$ cat src/rtl/uart_rx_frame_seq_if.sv
// UART receive frame sequencer bus.
// Groups the line-side inputs (enable, oversample tick, synchronised RX line)
// and the frame results that go to the receive controller.
//   master : the side that drives en / baud_tick_rx / rx_in and consumes results
//   slave  : the frame sequencer itself
// DATA_BITS must match the sequencer's DATA_BITS (width of data_out).
interface uart_rx_frame_seq_if #(
    parameter int DATA_BITS = 8
);
    logic                 en;
    logic                 baud_tick_rx;
    logic                 rx_in;
    logic                 busy;
    logic                 sample;
    logic [3:0]           bit_idx;
    logic [DATA_BITS-1:0] data_out;
    logic                 done_rx;
    logic                 frame_err;
    logic                 parity_err;

    modport master (
        output en, baud_tick_rx, rx_in,
        input  busy, sample, bit_idx, data_out, done_rx, frame_err, parity_err
    );

    modport slave (
        input  en, baud_tick_rx, rx_in,
        output busy, sample, bit_idx, data_out, done_rx, frame_err, parity_err
    );
endinterface

$ cat src/rtl/uart_rx_frame_seq.sv
// uart_rx_frame_seq
// Tracks one serial frame (start, data, optional parity, stop bits) on an
// oversampled baud tick, samples each bit at its centre, assembles the data
// word LSB first and flags framing / parity errors. One done_rx pulse is
// produced per completed frame.
// Ports:
//   clk  - single clock
//   rst  - asynchronous active-high reset
//   bus  - uart_rx_frame_seq_if.slave:
//          en, baud_tick_rx, rx_in           (inputs)
//          busy, sample, bit_idx, data_out,
//          done_rx, frame_err, parity_err    (registered outputs)
module uart_rx_frame_seq #(
    parameter int DATA_BITS  = 8,
    parameter int OVERSAMPLE = 16,
    parameter int PARITY_EN  = 0,
    parameter int PARITY_ODD = 0,
    parameter int STOP_BITS  = 1
) (
    input  logic                 clk,
    input  logic                 rst,
    uart_rx_frame_seq_if.slave   bus
);

    localparam int TCW = (OVERSAMPLE > 1) ? $clog2(OVERSAMPLE) : 1;

    localparam logic [TCW-1:0] TC_HALF   = TCW'(OVERSAMPLE / 2 - 1);
    localparam logic [TCW-1:0] TC_FULL   = TCW'(OVERSAMPLE - 1);
    localparam logic [3:0]     DATA_LAST = 4'(DATA_BITS - 1);
    localparam logic [3:0]     STOP_LAST = 4'(STOP_BITS - 1);
    localparam logic           HAS_PAR   = (PARITY_EN != 0);
    localparam logic           ODD_PAR   = (PARITY_ODD != 0);

    typedef enum logic [2:0] {
        S_IDLE   = 3'd0,
        S_START  = 3'd1,
        S_DATA   = 3'd2,
        S_PARITY = 3'd3,
        S_STOP   = 3'd4
    } state_t;

    // Non-zero when data word, received parity bit and parity sense disagree.
    function automatic logic parity_mismatch(
        input logic [DATA_BITS-1:0] word,
        input logic                 pbit
    );
        return (^word) ^ pbit ^ ODD_PAR;
    endfunction

    state_t               state_r,     state_s;
    logic [TCW-1:0]       tcnt_r,      tcnt_s;
    logic [3:0]           bcnt_r,      bcnt_s;      // data bit or stop bit count
    logic [DATA_BITS-1:0] shift_r,     shift_s;
    logic                 pend_ferr_r, pend_ferr_s;
    logic                 pend_perr_r, pend_perr_s;

    logic                 busy_r,      busy_s;
    logic                 sample_r,    sample_s;
    logic [3:0]           bit_idx_r,   bit_idx_s;
    logic [DATA_BITS-1:0] data_out_r,  data_out_s;
    logic                 done_r,      done_s;
    logic                 ferr_r,      ferr_s;
    logic                 perr_r,      perr_s;

    logic                 mid_bit_s;

    // Next-state, counter, shift register and output-next logic.
    always_comb begin
        state_s     = state_r;
        tcnt_s      = tcnt_r;
        bcnt_s      = bcnt_r;
        shift_s     = shift_r;
        pend_ferr_s = pend_ferr_r;
        pend_perr_s = pend_perr_r;
        sample_s    = 1'b0;
        done_s      = 1'b0;
        bit_idx_s   = bit_idx_r;
        data_out_s  = data_out_r;
        ferr_s      = ferr_r;
        perr_s      = perr_r;
        mid_bit_s   = (tcnt_r == TC_FULL);

        if (!bus.en) begin
            // Enable low wins over any tick; results of the last frame stay.
            state_s     = S_IDLE;
            tcnt_s      = {TCW{1'b0}};
            bcnt_s      = 4'd0;
            pend_ferr_s = 1'b0;
            pend_perr_s = 1'b0;
        end else if (bus.baud_tick_rx) begin
            case (state_r)
                S_IDLE: begin
                    if (!bus.rx_in) begin
                        state_s     = S_START;
                        tcnt_s      = {TCW{1'b0}};
                        bcnt_s      = 4'd0;
                        pend_ferr_s = 1'b0;
                        pend_perr_s = 1'b0;
                    end else begin
                        state_s = S_IDLE;
                    end
                end

                S_START: begin
                    if (tcnt_r == TC_HALF) begin
                        // Centre of the start bit: a high line means a glitch.
                        tcnt_s  = {TCW{1'b0}};
                        state_s = bus.rx_in ? S_IDLE : S_DATA;
                    end else begin
                        tcnt_s = tcnt_r + {{(TCW-1){1'b0}}, 1'b1};
                    end
                end

                S_DATA: begin
                    if (mid_bit_s) begin
                        tcnt_s    = {TCW{1'b0}};
                        shift_s   = {bus.rx_in, shift_r[DATA_BITS-1:1]};
                        sample_s  = 1'b1;
                        bit_idx_s = bcnt_r;
                        if (bcnt_r == DATA_LAST) begin
                            bcnt_s  = 4'd0;
                            state_s = HAS_PAR ? S_PARITY : S_STOP;
                        end else begin
                            bcnt_s = bcnt_r + 4'd1;
                        end
                    end else begin
                        tcnt_s = tcnt_r + {{(TCW-1){1'b0}}, 1'b1};
                    end
                end

                S_PARITY: begin
                    if (mid_bit_s) begin
                        tcnt_s      = {TCW{1'b0}};
                        sample_s    = 1'b1;
                        pend_perr_s = parity_mismatch(shift_r, bus.rx_in);
                        bcnt_s      = 4'd0;
                        state_s     = S_STOP;
                    end else begin
                        tcnt_s = tcnt_r + {{(TCW-1){1'b0}}, 1'b1};
                    end
                end

                S_STOP: begin
                    if (mid_bit_s) begin
                        tcnt_s   = {TCW{1'b0}};
                        sample_s = 1'b1;
                        if (bcnt_r == STOP_LAST) begin
                            // Last stop sample: publish the frame.
                            data_out_s  = shift_r;
                            ferr_s      = pend_ferr_r | ~bus.rx_in;
                            perr_s      = pend_perr_r;
                            done_s      = 1'b1;
                            bcnt_s      = 4'd0;
                            pend_ferr_s = 1'b0;
                            pend_perr_s = 1'b0;
                            state_s     = S_IDLE;
                        end else begin
                            pend_ferr_s = pend_ferr_r | ~bus.rx_in;
                            bcnt_s      = bcnt_r + 4'd1;
                        end
                    end else begin
                        tcnt_s = tcnt_r + {{(TCW-1){1'b0}}, 1'b1};
                    end
                end

                default: begin
                    state_s     = S_IDLE;
                    tcnt_s      = {TCW{1'b0}};
                    bcnt_s      = 4'd0;
                    pend_ferr_s = 1'b0;
                    pend_perr_s = 1'b0;
                end
            endcase
        end else begin
            state_s = state_r;
        end

        busy_s = (state_s != S_IDLE);
    end

    // State, counters and registered outputs.
    always_ff @(posedge clk or posedge rst) begin
        if (rst) begin
            state_r     <= S_IDLE;
            tcnt_r      <= {TCW{1'b0}};
            bcnt_r      <= 4'd0;
            shift_r     <= {DATA_BITS{1'b0}};
            pend_ferr_r <= 1'b0;
            pend_perr_r <= 1'b0;
            busy_r      <= 1'b0;
            sample_r    <= 1'b0;
            bit_idx_r   <= 4'd0;
            data_out_r  <= {DATA_BITS{1'b0}};
            done_r      <= 1'b0;
            ferr_r      <= 1'b0;
            perr_r      <= 1'b0;
        end else begin
            state_r     <= state_s;
            tcnt_r      <= tcnt_s;
            bcnt_r      <= bcnt_s;
            shift_r     <= shift_s;
            pend_ferr_r <= pend_ferr_s;
            pend_perr_r <= pend_perr_s;
            busy_r      <= busy_s;
            sample_r    <= sample_s;
            bit_idx_r   <= bit_idx_s;
            data_out_r  <= data_out_s;
            done_r      <= done_s;
            ferr_r      <= ferr_s;
            perr_r      <= perr_s;
        end
    end

    assign bus.busy       = busy_r;
    assign bus.sample     = sample_r;
    assign bus.bit_idx    = bit_idx_r;
    assign bus.data_out   = data_out_r;
    assign bus.done_rx    = done_r;
    assign bus.frame_err  = ferr_r;
    assign bus.parity_err = perr_r;

endmodule

$ cat src/flat_wrapper.sv
// flat-port wrapper written by rule: the top's interface ports become plain ports
module uart_rx_frame_seq_flat 
#(
    parameter int DATA_BITS  = 8,
    parameter int OVERSAMPLE = 16,
    parameter int PARITY_EN  = 0,
    parameter int PARITY_ODD = 0,
    parameter int STOP_BITS  = 1
)
  (clk, rst, bus_en, bus_baud_tick_rx, bus_rx_in, bus_busy, bus_sample, bus_bit_idx, bus_data_out, bus_done_rx, bus_frame_err, bus_parity_err);
  uart_rx_frame_seq_if #(.DATA_BITS(DATA_BITS)) bus_i ();
  input  logic clk;
  input  logic rst;
  input wire logic [$bits(bus_i.en)-1:0] bus_en;
  input wire logic [$bits(bus_i.baud_tick_rx)-1:0] bus_baud_tick_rx;
  input wire logic [$bits(bus_i.rx_in)-1:0] bus_rx_in;
  output wire logic [$bits(bus_i.busy)-1:0] bus_busy;
  output wire logic [$bits(bus_i.sample)-1:0] bus_sample;
  output wire logic [$bits(bus_i.bit_idx)-1:0] bus_bit_idx;
  output wire logic [$bits(bus_i.data_out)-1:0] bus_data_out;
  output wire logic [$bits(bus_i.done_rx)-1:0] bus_done_rx;
  output wire logic [$bits(bus_i.frame_err)-1:0] bus_frame_err;
  output wire logic [$bits(bus_i.parity_err)-1:0] bus_parity_err;
  assign bus_i.en = bus_en;
  assign bus_i.baud_tick_rx = bus_baud_tick_rx;
  assign bus_i.rx_in = bus_rx_in;
  assign bus_busy = bus_i.busy;
  assign bus_sample = bus_i.sample;
  assign bus_bit_idx = bus_i.bit_idx;
  assign bus_data_out = bus_i.data_out;
  assign bus_done_rx = bus_i.done_rx;
  assign bus_frame_err = bus_i.frame_err;
  assign bus_parity_err = bus_i.parity_err;
  uart_rx_frame_seq #(.DATA_BITS(DATA_BITS), .OVERSAMPLE(OVERSAMPLE), .PARITY_EN(PARITY_EN), .PARITY_ODD(PARITY_ODD), .STOP_BITS(STOP_BITS)) u_core (.clk(clk), .rst(rst), .bus(bus_i));
endmodule
$ cat config.mk
export PLATFORM = sky130hd
export DESIGN_NAME = uart_rx_frame_seq_flat
export DESIGN_NICKNAME = d
export VERILOG_FILES = /design/src/rtl/uart_rx_frame_seq_if.sv /design/src/rtl/uart_rx_frame_seq.sv /design/src/flat_wrapper.sv
export SDC_FILE = /design/constraint.sdc
export NUM_CORES = 1
export LEC_CHECK = 0
export ABC_CLOCK_PERIOD_IN_PS = 5190
export CORE_ASPECT_RATIO = 0.75
export CORE_MARGIN = 3
export CORE_UTILIZATION = 45
export DETAILED_ROUTE_END_ITERATION = 10
export PLACE_DENSITY = 0.77
export SLEW_MARGIN = 20
export SYNTH_ARGS = -nofsm -noshare
export SYNTH_HDL_FRONTEND = slang
export SYNTH_SLANG_ARGS = --single-unit
$ cat constraint.sdc
create_clock -name clk -period 5.19 [get_ports clk]
set_input_delay 1.038 -clock clk [delete_from_list [all_inputs] [get_ports clk]]
set_output_delay 1.038 -clock clk [all_outputs]
set_load 0.02 [all_outputs]
==> flow_summary.yaml <==
timing:
  fmax_mhz: 373
  final.setup_skew_ps: 3.36
  maxSlewViolCount: 0
  worst_pin_slew_ps: 466
  fin_crit_ps: 2680
  post-route-period-util: 0.517
  fin_tns_setup_ps: 0
  rsz0062_at_grt: "false"
  relSlewSlack: 0.688
  finalHoldViolCount: 0
  setup-violations-final: 0
yosys:
  ys.warnings.count: 0
  syn_avg_cell_area_um2: 11.4
  synth_area_leaders: "dfrtp_1 50%, mux2_2 14%, o21ai_0 2.4%"
  synth_top_family_by_area: "simple AND/OR/NAND/NOR gates"
  ys.flop_type: "dfrtp_1"
  synth-seq-cells: 38
  synth_compound_area_frac: 0.109
  syn_inst: 167
  synth_simple_gate_area_frac: 0.153
  synth_top_area_cell: "dfrtp_1"
  yosys.area_share.adder: 0.0197
  synth_most_common_cell: "dfrtp_1"
  ys_seq_area_frac: 0.500
  synth_cell_types: 46
  yosys.area.top_type_share: 0.500
  synthXorXnorAreaFrac: 0.0441
  synth-edff-count: 0
  synthMuxAreaShare: 0.136
  syn-cell-area_um2: 1900
  synthArstFlopShare: 1.00
  syn_nets: 175
  synthTopCellsByCount: "38 x dfrtp_1, 23 x mux2_2, 12 x nand2_1, 9 x nor2_1, 9 x o21ai_0"
cts:
  cts-root-buf: "clkbuf_8"
  cts_buffer_depth: 2
  clk_pin_slew_ps: 60
  cts_tree: "done"
  cts_buffers: 5
  clkLatencyLatePin_ps: 280
  cts.sinks: 38
  post_cts.repair.setup_buffers: 0
  ctsHoldBuffers: 0
  cts_max_level: 2
  ctsResizeCount: 0
detailed_routing:
  post_drt_via_cell_ratio: 5.52
  antenna_left: 0
  wl_per_cell_um: 14.7
  drtIter0Drc: 84
  drc: 0
  drt_wl_total_um: 3520
  drt-pass1-iter-count: 4
  vias: 1324
setup_path:
  crit_start: "bus_rx_in"
  r2r_start: "u_core.state_r[0]"
  worstPathMaxFanout: 8
  slowest_stage: "clkdlybuf4s50_1"
  worstPathRequired_ps: 5410
  worst_path_largest_cell_delay_ps: 550
  crit_path_end_kind: "flip-flop"
  critPathBufInv: 2
  startpoint_type: "input pin"
  arrival_ps: 2900
  crit_path_cell_trace: "clkdlybuf4s50_1 -> inv_1 -> o21ai_1 -> o31a_1 -> or4b_1 -> nand3_1"
  r2r_slack_ps: 3120
  critical_path_class: "input pin to flip-flop"
  critical-path-top-delay-family: "buffers and inverters"
power_and_ir_drop:
  ir_worst_vdd_v: 0.000122
  p_comb_frac: 0.060
  internal_power_mw: 0.413
  p_leak_nw: 1.06
  sw_frac_of_total: 0.215
  p_clk_frac: 0.368
  pwr-share-seq: 0.572
  power.density_nw_per_um2: 237
  p_switching_mw: 0.113
placement:
  place_area_um2: 2140
  dp_hpwl_um: 2540
  post-place-cells: 234
  portBuffers: 21
  gp_congestion: 0.834
die:
  top_level_ports: 22
  core_area_um2: 3850
  initial_core_util: 0.494
  die-area_um2: 5050
  rows: 19
  fp.dieH_um: 62.3
  die_w_um: 81.0
layout:
  finalNonFillerCells: 240
  area_growth_pct: 17.0
  final_util: 0.577
  drive_above_1_share: 0.202
  nets: 197
  final_area_um2: 2220
  antennaDiodeCount: 0
global_routing:
  grt_pass1_wl_um: 5860
  overflow: 0
  grt_pass1_vias: 1247
  antenna_found_initial: 0
  gr-usage-all-layers: 0.153
  grt_max_degree: 39
worst_hold_path:
  hp-class: "flip-flop to flip-flop"
  min_from: "u_core.bus.frame_err"
outcome:
  status: "finished clean"
run:
  cap_violations: 0
[worst reg2reg max path, cell delays in order, from the launching register on]
cell and delay [ps]:
dfrtp_1 580, or3b_2 510, a21oi_1 180, o21ai_0 110
a21o_1 200, or3_1 360
[power by group through the flow]
stage | combinational [mW] | sequential (mW) | clock, mW
2_1_floorplan | 0.0220 | 0.306 | 0
3_3_place_gp | 0.0308 | 0.306 | 0
3_5_place_dp | 0.0319 | 0.307 | 0
4_1_cts | 0.0319 | 0.301 | 0.202
5_1_grt | 0.0352 | 0.301 | 0.212
6_report | 0.0315 | 0.301 | 0.194
[sequential cells by signal, summed over array words and instances, names as in the netlist]
| register | cells |
|---|---|
| u_core.bus.done_rx | 1 |
| u_core.state_r | 3 |
| u_core.pend_perr_r | 1 |
| u_core.bus.frame_err | 1 |
| u_core.bcnt_r | 4 |
| u_core.bus.sample | 1 |
| u_core.bus.data_out | 8 |
| u_core.pend_ferr_r | 1 |
| u_core.bus.parity_err | 1 |
| u_core.shift_r | 8 |
| u_core.bus.busy | 1 |
| u_core.tcnt_r | 4 |
| u_core.bus.bit_idx | 4 |
[cells in the final DEF, fill, tap and decap left out, types with 2 or more instances in the layout]
cell type | Yosys | layout
o31a_1 | 2 | 2
clkbuf_8 | 0 | 6
o31ai_1 | 2 | 2
xor2_1 | 2 | 2
nor4_1 | 2 | 2
a22o_1 | 2 | 2
or3_1 | 2 | 2
nand2_1 | 12 | 12
mux2_2 | 23 | 23
nor3_1 | 4 | 4
o21ai_0 | 9 | 9
nor2_1 | 9 | 9
buf_4 | 3 | 2
inv_1 | 6 | 6
nand3_1 | 6 | 6
dfrtp_1 | 38 | 38
and3_1 | 3 | 3
xnor2_1 | 5 | 5
a21oi_1 | 2 | 2
nand2b_1 | 2 | 2
a21o_1 | 3 | 3
ha_1 | 3 | 3
clkdlybuf4s50_1 | 0 | 21
[layer usage]
| layer | GRT usage | share of wire | up-vias |
|---|---|---|---|
| met3 | 0.0448 | 0.037 | 7 |
| met4 | 0.0865 | 0.021 | 0 |
| met2 | 0.226 | 0.46 | 25 |
| li1 | - | - | 644 |
| met1 | 0.197 | 0.48 | 648 |
| met5 | 0 | 0 | - |
[path summary, 6_finish.rpt]
check	to	cells after the start
min in group asynchronous	u_core.bus.bit_idx[1]	3
min	u_core.bus.frame_err	2
max in group asynchronous	u_core.bus.data_out[6]	3
max reg2reg	u_core.bus.busy	5
max	u_core.bcnt_r[3]	6
min reg2reg	u_core.bus.frame_err	2
[per-stage QoR]
stage                     power [mW]  hold WS [ps]  worst slack [ps]
after floorplan                0.328           472              2850
after global placement         0.337           466              2280
after detailed placement       0.338           494              2250
after CTS                      0.535           509              2550
after global routing           0.548           527              2440
final                          0.526           505              2510
[cell type report]
class / count / area (um2)
sequential: 38 / 951
timing repair buffer: 23 / 225
clock buffer: 6 / 82.6
fill: 327 / 1630
multi-input combinational: 115 / 877
tap: 52 / 65.1
inverter: 6 / 22.5
[cells by family after synthesis]
logic type | count (synthesis)
compound gates | 30
xor+xnor | 8
fa+ha+maj | 3
buf+inv | 14
flops | 38
mux | 23
simple gates | 51
Power figures use the tool's default switching activity.
